[src/rtl/alu_pkg.sv]
// alu_pkg: shared carry-in mode codes and carry-chain sequencer state encodings.
package alu_pkg;

    localparam logic [1:0] MODE_ZERO      = 2'b00;
    localparam logic [1:0] MODE_ONE       = 2'b01;
    localparam logic [1:0] MODE_CHAIN     = 2'b10;
    localparam logic [1:0] MODE_CHAIN_INV = 2'b11;

    typedef enum logic [1:0] {
        ST_IDLE = 2'b00,
        ST_RUN  = 2'b01,
        ST_DONE = 2'b10
    } state_t;

endpackage

[src/rtl/cin_src_mux.sv]
// cin_src_mux: 4:1 carry-in source select (zero, one, flag, inverted flag).
module cin_src_mux
    import alu_pkg::*;
(
    input  logic [1:0] mode,
    input  logic       cflag,
    output logic       cin
);

    always_comb begin
        cin = (mode == MODE_ZERO)  ? 1'b0 :
              (mode == MODE_ONE)   ? 1'b1 :
              (mode == MODE_CHAIN) ? cflag : ~cflag;
    end

endmodule

[src/rtl/carry_chain_ctrl.sv]
// carry_chain_ctrl: sequences an NWORDS multi-word ALU operation one word per
// clock, chaining carries between words and holding the resulting carry flag.
module carry_chain_ctrl
    import alu_pkg::*;
#(
    parameter int NWORDS = 4,
    parameter int IDXW   = (NWORDS > 1) ? $clog2(NWORDS) : 1
) (
    input  logic            CLK,
    input  logic            RST,
    input  logic            START,
    input  logic [1:0]      MODE,
    input  logic            COUT,
    input  logic            CLR_C,
    input  logic            SET_C,
    output logic            CIN,
    output logic [IDXW-1:0] IDX,
    output logic            BUSY,
    output logic            DONE,
    output logic            CFLAG
);

    state_t          state_q, state_d;
    logic [IDXW-1:0] idx_q, idx_d;
    logic [1:0]      mode_q, mode_d;
    logic            cflag_q, cflag_d;
    logic            carry_q, carry_d;
    logic            last;
    logic [1:0]      src_mode;
    logic            src_cin;

    assign last     = (idx_q == IDXW'(NWORDS - 1));
    // IDLE decodes the live MODE; the first RUN word uses the latched one.
    assign src_mode = (state_q == ST_IDLE) ? MODE : mode_q;

    cin_src_mux u_src (
        .mode  (src_mode),
        .cflag (cflag_q),
        .cin   (src_cin)
    );

    always_ff @(posedge CLK or posedge RST) begin
        if (RST) begin
            state_q <= ST_IDLE;
            idx_q   <= '0;
            mode_q  <= MODE_ZERO;
            cflag_q <= 1'b0;
            carry_q <= 1'b0;
        end else begin
            state_q <= state_d;
            idx_q   <= idx_d;
            mode_q  <= mode_d;
            cflag_q <= cflag_d;
            carry_q <= carry_d;
        end
    end

    always_comb begin
        state_d = state_q;
        idx_d   = idx_q;
        mode_d  = mode_q;
        cflag_d = cflag_q;
        carry_d = carry_q;
        case (state_q)
            ST_IDLE: begin
                cflag_d = CLR_C ? 1'b0 : SET_C ? 1'b1 : cflag_q;
                if (START) begin
                    state_d = ST_RUN;
                    mode_d  = MODE;
                    idx_d   = '0;
                end
            end
            ST_RUN: begin
                carry_d = COUT;
                idx_d   = last ? '0 : idx_q + IDXW'(1);
                cflag_d = last ? COUT : cflag_q;
                state_d = last ? ST_DONE : ST_RUN;
            end
            default: state_d = ST_IDLE;
        endcase
    end

    always_comb begin
        CIN   = (state_q == ST_RUN)  ? ((idx_q == '0) ? src_cin : carry_q) :
                (state_q == ST_DONE) ? cflag_q : src_cin;
        IDX   = idx_q;
        BUSY  = (state_q == ST_RUN);
        DONE  = (state_q == ST_DONE);
        CFLAG = cflag_q;
    end

endmodule
[config.mk]
export PLATFORM = sky130hd
export DESIGN_NAME = carry_chain_ctrl
export DESIGN_NICKNAME = d
export VERILOG_FILES = /design/src/rtl/alu_pkg.sv /design/src/rtl/cin_src_mux.sv /design/src/rtl/carry_chain_ctrl.sv
export SDC_FILE = /design/constraint.sdc
export NUM_CORES = 1
export LEC_CHECK = 0
export BUFFER_PORTS_ARGS = -buffer_cell sky130_fd_sc_hd__buf_2
export CORE_AREA = 2 2 39 41
export DETAILED_ROUTE_END_ITERATION = 6
export DIE_AREA = 0 0 41 43
export GPL_ROUTABILITY_DRIVEN = 0
export PLACE_DENSITY = 0.53
export SLEW_MARGIN = 20
export SYNTH_ARGS = -nofsm -noshare
export SYNTH_HDL_FRONTEND = slang
export SYNTH_SLANG_ARGS = --single-unit
[constraint.sdc]
create_clock -name CLK -period 3.8 [get_ports CLK]
set_input_delay 0.76 -clock CLK [delete_from_list [all_inputs] [get_ports CLK]]
set_output_delay 0.76 -clock CLK [all_outputs]
set_load 0.05 [all_outputs]
# After elaboration in Yosys (flattened, before gate mapping)
# Index checks and enable logic that the tools add are counted.
# totals
reg_bits	8
out_inout_bits	6
word_cells	39
# classes
addsub	1
eq_ne	8
muxes	17
bitwise	1
n_reduce_logical	7
# ops
operator	count
2-bit 2-to-1 mux	5
1-bit 2-to-1 mux	9
2-bit one-hot mux with 2 select lines	2
2-bit == test, second input constant	3
2-bit zero test	3
2-bit by 1-bit == test with 1-bit output, second input constant	2
2-bit AND reduction	2
3-bit inequality test, second input constant	1
3-bit AND reduction	1
2-bit by 1-bit adder with 2-bit output, second input constant	1
2-bit by 1-bit inequality test with 1-bit output, second input constant	1
2-bit inequality test, second input constant	1
1-bit one-hot mux with 2 select lines	1
2-bit nonzero test	1
1-bit NOT	1

# Longest topological paths before layout
# depth
ltp_word	8
depth_mapped	5

# Modules after synthesis
# From an unflattened synthesis, not the netlist that was laid out.
# unflattened
hier_cells	44
hier_area_um2	461.7
# by_module_without_submodules
module	n_inst	cells_per_inst	area_per_inst_um2	seq_area_each_um2
carry_chain_ctrl	1	42	449.2	200.2
cin_src_mux	1	2	12.5	0.0

# Worst setup path after synthesis
# OpenSTA, ideal clock, no wires.
# synth_path
path_kind	flip-flop to output port
startpoint	reg idx_q[0] (netlist: IDX[0])
endpoint	out CIN
arrival_ns	1.588
setup_slack_ns	1.452
stages_incl_launch_ff	5
cell_sequence	dfrtp_1 inv_1 ha_1 o21ai_0 a32o_1
# synth_via
elab_chain_cells	3
# synth_lines
element	line_no	text
start, declared	carry_chain_ctrl.sv:24	logic [IDXW-1:0] idx_q, idx_d;
start signal, assigned	carry_chain_ctrl.sv:51	idx_q <= idx_d;
2-bit zero test	carry_chain_ctrl.sv:84	CIN = (state_q == ST_RUN) ? ((idx_q == '0) ? src_cin : carry_q) :
1-bit 2-to-1 mux (2 in a row)	carry_chain_ctrl.sv:84	
end, declared	carry_chain_ctrl.sv:16	output logic CIN,
# Every way passes these cells.

# Worst setup path in the final report
# layout_path
startpoint	in MODE[1]
endpoint	out CIN
# layout_via
elab_chain_cells	7
word_cells_on_any_way	10
classes_between	2 x eq/ne; 7 x mux; 1 x reduce/logical
# layout_lines
element	line_no	text
start, declared	carry_chain_ctrl.sv:12	input logic [1:0] MODE,
2-bit 2-to-1 mux *	carry_chain_ctrl.sv:34	assign src_mode = (state_q == ST_IDLE) ? MODE : mode_q;
2-bit == test	cin_src_mux.sv:13	(mode == MODE_CHAIN) ? cflag : ~cflag;
1-bit 2-to-1 mux	cin_src_mux.sv:13	
1-bit 2-to-1 mux	cin_src_mux.sv:12	(mode == MODE_ONE) ? 1'b1 :
1-bit 2-to-1 mux *	cin_src_mux.sv:11	cin = (mode == MODE_ZERO) ? 1'b0 :
1-bit 2-to-1 mux, on equally long branches	carry_chain_ctrl.sv:85, carry_chain_ctrl.sv:84	
1-bit 2-to-1 mux *	carry_chain_ctrl.sv:84	
# Every way passes the cells marked *; elsewhere a longest branch is shown, timed or not.

==> flow_summary.json <==
{
  "status": "finished clean",
  "max_freq_mhz": 425,
  "clk_pin_slew_ns": 0.05,
  "syn-cell-area_um2": 454,
  "vias_per_cell": 4.97,
  "clock_latency_ns": 0.24,
  "clock-sinks": 8,
  "fp.dieW_um": 41,
  "area_delta_synth_final_pct": 21.2,
  "skew_ns": 0.000205,
  "fin_crit_ns": 2.35,
  "critPathArrivalTime_ns": 1.59,
  "grt_use_met2_pct": 17.5,
  "yosysMostFrequentCell": "dfrtp_1",
  "worstSetupPathDepth": 5,
  "endpoint": "CIN",
  "wl_per_cell_um": 11.5,
  "antenna_left": 0,
  "crit_fanout": 3,
  "drt-initial-drc-count": 4,
  "finalHoldViolCount": 0,
  "startpoint": "MODE[1]",
  "crit_path_max_incr_delay_ns": 0.26,
  "worst_r2r_endpoint": "CFLAG",
  "grt_usage_pct": 12.1,
  "fin_setup_tns_ns": 0,
  "placement.cell_area_um2": 528,
  "n_antenna_cell": 0,
  "start_kind": "input port",
  "layout-drive-gt1-share_pct": 36.2,
  "core_area_um2": 1380,
  "setup_violations": 0,
  "slew_headroom_pct": 75.4,
  "synth_area_per_cell_um2": 10.6,
  "path_class": "input port to output port",
  "reg2reg_depth": 4,
  "synth-seq-cells": 8,
  "path_cells": "buf_2 -> and3_1 -> o21bai_1 -> a32o_1 -> buf_2",
  "portBuffers": 13,
  "synth_cells": 43,
  "dpl.hpwl_um": 697,
  "postLayoutCellArea_um2": 551,
  "cts_made_buffers": 3,
  "grtUsageMet1_pct": 15.9,
  "dr.pass1.iters": 4,
  "yosys.area.top_type_share_pct": 44.1,
  "critPathBufInv": 2,
  "ioPinCount": 14,
  "synth_warnings": 0,
  "tightest_slew_ns": 0.369,
  "grt_overflow_total": 0,
  "syn_nets": 53,
  "rows": 14,
  "worstHoldPathType": "input port to async pin",
  "drt-total-wl_um": 852,
  "ys_seq_area_share_pct": 44.1,
  "critical-path-top-delay-family": "buffers and inverters",
  "die_y_um": 43,
  "cap_viol_max_count": 0,
  "crit_required_ns": 3.04,
  "holdBufCountCts": 0,
  "dieArea_um2": 1760,
  "crit_top_cell": "buf_2",
  "post-route-period-util_pct": 61.9,
  "grt_max_degree": 14,
  "async_flop_share_pct": 100,
  "use_met3_pct": 3.14,
  "r2r_slack_ns": 2.33,
  "cts_root_buf": "clkbuf_4",
  "via_count": 368,
  "slowest_stage": "buf_2",
  "busiest_layer": "met2",
  "rsz0062_at_grt": "no",
  "antenna_found_initial": 0,
  "grt_pass1_wl_mm": 1.44,
  "cts_resized": 0,
  "synth_ff_type": "dfrtp_1",
  "ys_types": 20,
  "grt_pass1_vias": 359,
  "synth_area_leader_cell": "dfrtp_1",
  "synth-edff-count": 0,
  "htree_levels": 1,
  "nets": 70,
  "r2r_start": "IDX[0]",
  "ys_top_cells_by_area": "dfrtp_1, mux2_2, a22o_1",
  "cts.path.max_buffers": 2,
  "slew_viol_final": 0,
  "cts_tree": "built",
  "cp-end-kind": "output port",
  "netlist_top_cells_count": "dfrtp_1, inv_1",
  "post-route-drc-count": 0,
  "start_util_pct": 32.8,
  "cts_setup_buffers": 0,
  "fin_util_pct": 39.8
}
## stage by stage
stage	instances	hold slack, ns	worst slack [ns]
after floorplan	43	0.466	1.45
after global placement	71	0.511	1.47
after detailed placement	71	0.513	1.46
after CTS	74	0.460	1.45
after global routing	74	0.469	1.40
final	74	0.449	1.45
## sequential cells by signal, summed over array words and instances (netlist names)
name,cells
carry_q,1
IDX,2
CFLAG,1
mode_q,2
state_q,2
## final cells by class
type	count	area, um2
flip-flops and latches	8	200
clock buffers	3	22.5
inverters	5	18.8
fillers	141	833
well taps	16	20.0
repair buffers	13	65.1
multi-input cells	29	224
## worst min path at each step
stage	slack, ns	cells after the start	startpoint	to
after floorplan	0.47	1	state_q[1]	state_q[0]
after detailed placement	0.51	1	state_q[1]	state_q[0]
final	0.45	2	RST	IDX[0]
after global placement	0.51	1	state_q[1]	state_q[0]
after global routing	0.47	2	RST	IDX[0]
after CTS	0.46	2	RST	IDX[1]
## layer usage
| layer | up-vias | part of all wire, % | routed length (um) |
|---|---|---|---|
| met4 | 0 | 0 | 0 |
| met2 | 10 | 46 | 393 |
| met1 | 175 | 49 | 414 |
| met5 | - | 0 | 0 |
| li1 | 183 | - | - |
| met3 | 0 | 5.0 | 43 |
## kinds of logic after synthesis
| kind of cell | share of synthesized area (%) |
|---|---|
| mux | 7.44 |
| simple gates | 13.5 |
| compound gates | 22.9 |
| flops | 44.1 |
| buf+inv | 6.61 |
| fa+ha+maj | 5.51 |
## cells in the final DEF (no fill, tap or decap), types with 2 or more instances in the layout
cell type	count
mux2_2	3
a22o_1	3
nor2_1	3
ha_1	2
inv_1	5
buf_2	13
clkbuf_4	3
a21oi_1	3
dfrtp_1	8
o21ai_0	3
nand2b_1	2
Power is left out: the tool's default activity adds up to more than one toggle a clock period on the data nets, which glitch-free logic cannot reach.
